**config.mk**
```make
export PLATFORM = sky130hd
export DESIGN_NAME = jt08_snd_out_flat
export DESIGN_NICKNAME = d
export VERILOG_FILES = /design/src/rtl/jt08_snd_out_if.sv /design/src/rtl/jt08_snd_out.sv /design/src/flat_wrapper.sv
export SDC_FILE = /design/constraint.sdc
export NUM_CORES = 1
export LEC_CHECK = 0
export CORE_MARGIN = 2
export CORE_UTILIZATION = 59
export DETAILED_ROUTE_END_ITERATION = 7
export HOLD_SLACK_MARGIN = 0.03
export PLACE_DENSITY = 0.9
export REMOVE_ABC_BUFFERS = 1
export SLEW_MARGIN = 30
export SYNTH_ARGS = -nofsm -noshare
export SYNTH_HDL_FRONTEND = slang
export SYNTH_SLANG_ARGS = --single-unit
```
**constraint.sdc**
```tcl
create_clock -name clk -period 5.66 [get_ports clk]
set_input_delay 1.132 -clock clk [delete_from_list [all_inputs] [get_ports clk]]
set_output_delay 1.132 -clock clk [all_outputs]
set_load 0.1 [all_outputs]
```
**src/rtl/jt08_snd_out_if.sv**
```systemverilog
// Stereo sample stream between the jt08 output stage and the audio sink.
//   snd_left/snd_right : signed 16-bit head sample (producer -> sink)
//   snd_valid          : head sample is present (producer -> sink)
//   snd_ready          : sink takes the head sample this clk (sink -> producer)
interface jt08_snd_out_if;
  logic signed [15:0] snd_left;
  logic signed [15:0] snd_right;
  logic               snd_valid;
  logic               snd_ready;

  modport master (
    output snd_left,
    output snd_right,
    output snd_valid,
    input  snd_ready
  );

  modport slave (
    input  snd_left,
    input  snd_right,
    input  snd_valid,
    output snd_ready
  );
endinterface

```
**src/rtl/jt08_snd_out.sv**
```systemverilog
// jt08 output stage: captures the accumulator's stereo sample at each sample boundary,
// optionally removes DC with a shift-only first-order high-pass, saturates to 16 bits and
// queues the result in a small stereo FIFO read through a ready/valid port.
//   clk, rst_n     : clock, synchronous active-low reset
//   clk_en, zero   : accumulator strobe and sample-boundary flag (capture request)
//   left, right    : signed accumulated samples
//   dc_en          : 1 = DC blocker active, 0 = bypass
//   snd            : stream port (head sample, valid, ready)
//   level          : FIFO occupancy 0..DEPTH
//   clip, drop     : sticky saturation / lost-sample flags
module jt08_snd_out #(
  parameter int unsigned DCK   = 9,
  parameter int unsigned DEPTH = 4,
  parameter int unsigned AW    = 2
) (
  input  logic                clk,
  input  logic                rst_n,
  input  logic                clk_en,
  input  logic                zero,
  input  logic signed [15:0]  left,
  input  logic signed [15:0]  right,
  input  logic                dc_en,
  jt08_snd_out_if.master      snd,
  output logic [AW:0]         level,
  output logic                clip,
  output logic                drop
);

  typedef enum logic [2:0] {StIdle, StCapt, StFiltL, StFiltR, StPush} state_e;

  typedef struct packed {
    logic signed [17:0] y;
    logic signed [15:0] o;
    logic               clip;
  } filt_t;

  // One channel of the DC blocker: y' = sat18(x - x_prev + y - (y >>> DCK)), o = sat16(y').
  function automatic filt_t filt(input logic signed [15:0] x, input logic signed [15:0] xp,
                                 input logic signed [17:0] y, input logic en);
    filt_t              r;
    logic signed [18:0] xe, pe, ye, ys, v;
    xe = {{3{x[15]}}, x};
    pe = {{3{xp[15]}}, xp};
    ye = {y[17], y};
    ys = ye >>> DCK;
    v  = xe - pe + ye - ys;
    if (v > 19'sd131071)       r.y = 18'sd131071;
    else if (v < -19'sd131072) r.y = -18'sd131072;
    else                       r.y = v[17:0];
    r.clip = 1'b0;
    if (r.y > 18'sd32767) begin
      r.o    = 16'sh7fff;
      r.clip = 1'b1;
    end else if (r.y < -18'sd32768) begin
      r.o    = 16'sh8000;
      r.clip = 1'b1;
    end else begin
      r.o = r.y[15:0];
    end
    if (!en) begin
      r.y    = '0;
      r.o    = x;
      r.clip = 1'b0;
    end
    return r;
  endfunction

  state_e             state_q, state_d;
  logic               pend_q, pend_d, drop_req, req;
  logic signed [15:0] xl_q, xr_q, xlp_q, xrp_q, outl_q, outr_q;
  logic signed [17:0] yl_q, yr_q;
  filt_t              fl, fr;

  logic [31:0]        mem_q [DEPTH];
  logic [AW-1:0]      wr_ptr_q, rd_ptr_q, rd_nxt;
  logic [AW:0]        level_q, level_d;
  logic [31:0]        head_q, head_d;
  logic               push, pop, push_ok, clip_q, drop_q;

  always_comb begin
    state_d  = state_q;
    pend_d   = pend_q;
    drop_req = 1'b0;
    req      = clk_en & zero;
    case (state_q)
      StIdle: begin
        // A pending and a fresh request merge: capture reads the live inputs either way.
        if (req || pend_q) begin
          state_d = StCapt;
          pend_d  = 1'b0;
        end
      end
      StCapt:  state_d = StFiltL;
      StFiltL: state_d = StFiltR;
      StFiltR: state_d = StPush;
      StPush:  state_d = StIdle;
      default: state_d = StIdle;
    endcase
    if (req && state_q != StIdle) begin
      if (pend_q) drop_req = 1'b1;
      else        pend_d   = 1'b1;
    end
  end

  always_comb begin
    fl = filt(xl_q, xlp_q, yl_q, dc_en);
    fr = filt(xr_q, xrp_q, yr_q, dc_en);
  end

  always_comb begin
    push    = (state_q == StPush);
    pop     = snd.snd_valid & snd.snd_ready;
    push_ok = push & ((level_q < (AW+1)'(DEPTH)) | pop);
    rd_nxt  = rd_ptr_q + AW'(1);
    level_d = level_q;
    if (push_ok && !pop)      level_d = level_q + (AW+1)'(1);
    else if (pop && !push_ok) level_d = level_q - (AW+1)'(1);
    // Head register tracks the next entry; when the FIFO drains it keeps the last sample.
    head_d = head_q;
    if (pop) begin
      if (level_q >= (AW+1)'(2)) head_d = mem_q[rd_nxt];
      else if (push_ok)          head_d = {outl_q, outr_q};
    end else if (push_ok && level_q == '0) begin
      head_d = {outl_q, outr_q};
    end
  end

  always_ff @(posedge clk) begin
    if (!rst_n) begin
      state_q  <= StIdle;
      pend_q   <= 1'b0;
      xl_q     <= '0;
      xr_q     <= '0;
      xlp_q    <= '0;
      xrp_q    <= '0;
      yl_q     <= '0;
      yr_q     <= '0;
      outl_q   <= '0;
      outr_q   <= '0;
      wr_ptr_q <= '0;
      rd_ptr_q <= '0;
      level_q  <= '0;
      head_q   <= '0;
      clip_q   <= 1'b0;
      drop_q   <= 1'b0;
    end else begin
      state_q <= state_d;
      pend_q  <= pend_d;
      if (state_q == StCapt) begin
        xl_q <= left;
        xr_q <= right;
      end
      if (state_q == StFiltL) begin
        xlp_q  <= xl_q;
        yl_q   <= fl.y;
        outl_q <= fl.o;
        if (fl.clip) clip_q <= 1'b1;
      end
      if (state_q == StFiltR) begin
        xrp_q  <= xr_q;
        yr_q   <= fr.y;
        outr_q <= fr.o;
        if (fr.clip) clip_q <= 1'b1;
      end
      if (push_ok) wr_ptr_q <= wr_ptr_q + AW'(1);
      if (pop)     rd_ptr_q <= rd_nxt;
      level_q <= level_d;
      head_q  <= head_d;
      if (drop_req || (push && !push_ok)) drop_q <= 1'b1;
    end
  end

  always_ff @(posedge clk) begin
    if (push_ok) mem_q[wr_ptr_q] <= {outl_q, outr_q};
  end

  assign snd.snd_valid = (level_q != '0);
  assign snd.snd_left  = head_q[31:16];
  assign snd.snd_right = head_q[15:0];
  assign level         = level_q;
  assign clip          = clip_q;
  assign drop          = drop_q;

endmodule

```
**src/flat_wrapper.sv**
```systemverilog
// flat-port wrapper written by rule: the top's interface ports become plain ports
module jt08_snd_out_flat 
#(
  parameter int unsigned DCK   = 9,
  parameter int unsigned DEPTH = 4,
  parameter int unsigned AW    = 2
)
  (clk, rst_n, clk_en, zero, left, right, dc_en, level, clip, drop, snd_snd_left, snd_snd_right, snd_snd_valid, snd_snd_ready);
  jt08_snd_out_if snd_i ();
  input  logic clk;
  input  logic rst_n;
  input  logic clk_en;
  input  logic zero;
  input  logic signed [15:0] left;
  input  logic signed [15:0] right;
  input  logic dc_en;
  output logic [AW:0] level;
  output logic clip;
  output logic drop;
  output wire logic [$bits(snd_i.snd_left)-1:0] snd_snd_left;
  output wire logic [$bits(snd_i.snd_right)-1:0] snd_snd_right;
  output wire logic [$bits(snd_i.snd_valid)-1:0] snd_snd_valid;
  input wire logic [$bits(snd_i.snd_ready)-1:0] snd_snd_ready;
  assign snd_snd_left = snd_i.snd_left;
  assign snd_snd_right = snd_i.snd_right;
  assign snd_snd_valid = snd_i.snd_valid;
  assign snd_i.snd_ready = snd_snd_ready;
  jt08_snd_out #(.DCK(DCK), .DEPTH(DEPTH), .AW(AW)) u_core (.clk(clk), .rst_n(rst_n), .clk_en(clk_en), .zero(zero), .left(left), .right(right), .dc_en(dc_en), .snd(snd_i), .level(level), .clip(clip), .drop(drop));
endmodule
```
## Word-level counts from Yosys, hierarchy flattened

Memory sizes are Yosys's and may differ from the RTL's.
Cells that the tools add are included.

- Register bits: 177
- Bits in latches: 0
- Bits in writable memories: 128
- ROM bits: 0
- Memories: 1

- $add $sub $neg: 10
- Multiply operators: 0
- Div/mod/pow operators: 0
- Magnitude comparators: 10
- Equal/unequal tests: 6
- Shift-type cells: 0
- Mux-type cells: 32
- Bitwise gates (word level): 4
- Reductions and logical operators: 16

Memory list:

| memory | words | width | read ports | clocked after memory_dff | write ports | line | text |
|---|---|---|---|---|---|---|---|
| u_core.mem_q | 4 | 32 | 1 | 0 | 1 | jt08_snd_out.sv:74 | `logic [31:0] mem_q [DEPTH];` |

Operator list:

| cell | number |
|---|---|
| $mux W32 | 4 |
| $mux W18 | 4 |
| $mux W35 | 2 |
| $add A17 B18 Y19 | 2 |
| $gt A19 B18 Y1 const B | 2 |
| $lt A19 B18 Y1 const B | 2 |
| $sub A19 B9 Y19 | 2 |
| $gt A18 B16 Y1 const B | 2 |
| $lt A18 B16 Y1 const B | 2 |
| $mux W17 | 2 |
| $sub A16 B16 Y17 | 2 |
| $mux W16 | 2 |
| $mux W1 | 14 |
| $pmux W3 S4 | 1 |
| $mux W3 | 3 |
| $eq A3 B2 Y1 const B | 2 |
| $logic_not A3 Y1 | 2 |
| $reduce_bool A3 Y1 | 2 |
| $logic_and A1 B1 Y1 | 5 |
| $add A2 B1 Y2 const B | 2 |
| $reduce_bool A2 Y1 | 2 |
| $add A3 B1 Y3 const B | 1 |
| $and A1 B1 Y1 | 3 |
| $eq A3 B1 Y1 const B | 1 |
| 10 further kinds | 12 |

## Longest topological paths before layout

- Depth in word-level cells: 14
- Mapped depth: 18
- Gate-level depth less buffers: 17

## Least setup slack after synthesis

Ideal clock, no wire load.

- Kind: reg2reg
- Start: register u_core.yr_q[17]
- End: register u_core.outr_q[7]
- Arrival: 4.007 ns
- Data required time: 5.543 ns
- Path slack: 1.536 ns
- Stages on the path, launching flop included: 16
- Buffers on the path: 2
- Cell sequence: dfxtp_1 -> fa_1 -> fa_1 -> inv_1 -> ha_1 -> clkbuf_2 -> o21ai_0 -> a211o_1 -> a311oi_1 -> o21ai_0 -> o311a_4 -> o31a_1 -> nand2b_4 -> buf_6 -> o21bai_1 -> a22o_1

- Longest elaborated chain between the ends: 9
- Elaborated cells on any way between the ends: 11
- Those cells by class: add/sub (2); order compare (4); mux (5)

Ends and longest elaborated chain:

| what | line | text |
|---|---|---|
| start: declaration | jt08_snd_out.sv:71 | `logic signed [17:0] yl_q, yr_q;` |
| start signal: assignment | jt08_snd_out.sv:161 | `yr_q <= fr.y;` |
| $add A17 B18 Y19 | jt08_snd_out.sv:46 | `v = xe - pe + ye - ys;` |
| $sub A19 B9 Y19 * | jt08_snd_out.sv:46 |  |
| $lt A19 B18 Y1 | jt08_snd_out.sv:48 | `else if (v < -19'sd131072) r.y = -18'sd131072;` |
| $mux W18 | jt08_snd_out.sv:48 |  |
| $mux W18 * | jt08_snd_out.sv:47 | `if (v > 19'sd131071) r.y = 18'sd131071;` |
| $lt A18 B16 Y1 | jt08_snd_out.sv:54 | `end else if (r.y < -18'sd32768) begin` |
| $mux W16 | jt08_snd_out.sv:54 |  |
| $mux W17 * | jt08_snd_out.sv:51 | `if (r.y > 18'sd32767) begin` |
| $mux W35 * | jt08_snd_out.sv:60 | `if (!en) begin` |
| end signal: assignment | jt08_snd_out.sv:162 | `outr_q <= fr.o;` |
| end: declaration | jt08_snd_out.sv:70 | `logic signed [15:0] xl_q, xr_q, xlp_q, xrp_q, outl_q, outr_q;` |

Mark *: on every way between the ends. The rest lies on a longest branch, timed or not.
A chain may end at the register's enable or synchronous reset.

## Final worst setup path

Ends and elaborated chain as after synthesis.

==> results.tsv <==
metric	value	unit
max_clock_freq	206	MHz
period_share	85.7	%
hpwl	26.0	mm
die_x	168	um
port_buffers	75	
max-cap-violations	0	
status	completed	
hold_start	u_core.yr_q[7]	
maxSlewHeadroom	33.6	%
cp-end-kind	flop	
nNetsFinal	1704	
path_buf_inv	1	
synth-warning-count	0	
fin_util	67.3	%
seq_area_frac_synth	46.3	%
gp_congestion	0.956	
cts_buffers	31	
cp-start-kind	flop	
worstPathCellList	fa_1 > fa_1 > inv_1 > ha_1 > o21ai_0 > a211o_1 > a311oi_1 > o21ai_0 > o311a_4 > and2_1 > a21oi_1 > o21bai_1 > a22o_1	
yosys.area.top_type	edfxtp_1	
n_antenna_cell	0	
insertion_delay	0.57	ns
routedWlPerCell	20.1	um
wirelength	38.5	mm
period_needed	4.85	ns
grt_first_pass_wirelength	61.6	mm
min_path_cells	1	
reg2reg_from	u_core.yr_q[17]	
yosysUniqueCellTypes	64	
reg2regPathDepth	13	
setup_tns	0	ns
vias	11600	
ys_ff_latch	305	
syn_area	15900	sq um
cts_buffer_depth	3	
dpl_cell_area	16900	sq um
hold_viol	0	
critPathRequiredTime	6.11	ns
path_class	reg -> reg	
first_pass_iters	7	
gr-total-overflow	0	
synth_area_leaders	edfxtp_1 24%, dfxtp_1 22%, fa_1 8.9%	
dieHeight	168	um
synth_edf_count	128	
io_pins	76	
cts_tree	built	
setup_viol	0	
ctsHoldBuffers	0	
yosys.area.top_type_share	24.1	%
ant_nets	0	
skew	0.0209	ns
clock_sinks	305	
coreArea	26700	sq um
clk_pin_slew_worst_paths	0.06	ns
placementRows	60	
cts_max_level	1	
grt.total_usage	27.4	%
postLayoutCellArea	18000	sq um
synth_ff_type	dfxtp_1	
avgSynthCellArea	10.6	sq um
drc	0	
yosysMostFrequentCell	nand2_1	
critical_path.max_stage_delay	0.88	ns
rsz0062_at_grt	false	
regToRegSetupSlack	0.81	ns
netlist_instances	1505	
holdPathEnd	u_core.yr_q[7]	
critical_path.slowest_cell	dfxtp_1	
crit_family	compound AO/OA/AOI/OAI gates	
via_per_inst	6.05	
post_cts_resized	0	
grt_max_degree	80	
start_util	59.6	%
crit_arrival	5.30	ns
r2r-end	u_core.outr_q[7]	
fin_hold_ws	0.461	ns
initialDrtViolationCount	1286	
area_delta_synth_final	12.8	%
dieArea	28400	sq um
synthTopCellsByCount	249 x nand2_1, 177 x dfxtp_1, 154 x inv_1	
ys_async_sr_fraction	0	%
worstMarginPinSlew	0.994	ns
final_max_slew_viol_count	0	
antenna_found_initial	0	
drive_above_1_share	7.76	%
hold_path.class	reg -> reg	
cts_root_buf	clkbuf_16	
crit_fanout	13	
grt_pass1_vias	11400	
postCtsSetupBuffers	0	
## layout by cell type (no fill, tap or decap), types with 5 or more instances in the layout
cell             count
nand2_1            249
dfxtp_1            175
inv_1              154
edfxtp_1           128
o21ai_0             92
a21boi_0            82
clkdlybuf4s50_1     74
fa_1                71
a21oi_1             68
ha_1                47
mux2i_1             36
o211a_1             33
mux4_2              32
clkbuf_16           31
nor2_1              25
xor2_1              23
xnor2_1             22
a22o_1              18
buf_4               18
o211ai_1            15
nand3_1             14
a21o_1              14
and2_1              13
nor2b_1              8
o21a_1               8
nor3_1               7
o21bai_1             7
o21ba_2              7
clkinv_1             6
clkbuf_1             6
nand4_1              5
a31oi_1              5
maj3_1               5
## worst register-to-register path, cell delays in order (launching register included)
cell	delay, ns
dfxtp_1	0.88
fa_1	0.59
fa_1	0.51
inv_1	0.04
ha_1	0.40
o21ai_0	0.13
a211o_1	0.34
a311oi_1	0.28
o21ai_0	0.16
o311a_4	0.18
and2_1	0.17
a21oi_1	0.71
o21bai_1	0.16
a22o_1	0.22
## layout make-up
| class | instances | area, sq um |
|---|---|---|
| clock buffer | 41 | 853 |
| clock inverter | 16 | 165 |
| fill | 1926 | 8750 |
| inverter | 154 | 578 |
| multi-input combinational | 963 | 7670 |
| sequential | 305 | 7390 |
| tap | 341 | 427 |
| timing repair buffer | 93 | 887 |
## registers in the layout, indices dropped and copies added (netlist names)
signal / flops
u_core.mem_q: 128
u_core.head_q: 32
u_core.yl_q: 18
u_core.yr_q: 18
u_core.outl_q: 16
u_core.outr_q: 16
u_core.xl_q: 16
u_core.xlp_q: 16
u_core.xr_q: 16
u_core.xrp_q: 16
u_core.level: 3
u_core.state_q: 3
u_core.rd_ptr_q: 2
u_core.wr_ptr_q: 2
u_core.clip: 1
u_core.drop: 1
u_core.pend_q: 1
## worst max path at each step
stage | start | cells past startpoint | slack, ns | to
after detailed placement | u_core.yr_q[17] | 13 | 0.88 | u_core.outr_q[7]
final | u_core.yr_q[17] | 13 | 0.81 | u_core.outr_q[7]
after global placement | u_core.yr_q[17] | 13 | 0.98 | u_core.outr_q[7]
after CTS | u_core.yr_q[17] | 13 | 0.86 | u_core.outr_q[7]
after floorplan | u_core.level[1] | 3 | -0.005 | u_core.head_q[0]
after global routing | u_core.yr_q[17] | 13 | 0.57 | u_core.outr_q[7]
## cell families after synthesis
kind of cell,Yosys count,synth area share [%]
mux,68,6.78
simple gates,349,9.36
flops,305,46.3
buf+inv,237,5.74
xor+xnor,47,2.68
fa+ha+maj,123,12.9
compound gates,376,16.2
## stage by stage
step                      cells  setup slack, ns
after floorplan            1422         -0.00495
after global placement     1855            0.979
after detailed placement   1855            0.877
after CTS                  1912            0.864
after global routing       1913            0.572
final                      1913            0.807
## routing by layer
layer  GRT usage, %  vias up  wire (um)
met3           3.78       84       3030
met5              0        -          0
li1               -     5267          -
met1           38.0     5701      16100
met4           8.21        0       1150
met2           45.2      514      18200
Power is left out: the tool's default activity adds up to more than one toggle a clock period on the data nets, which glitch-free logic cannot reach.
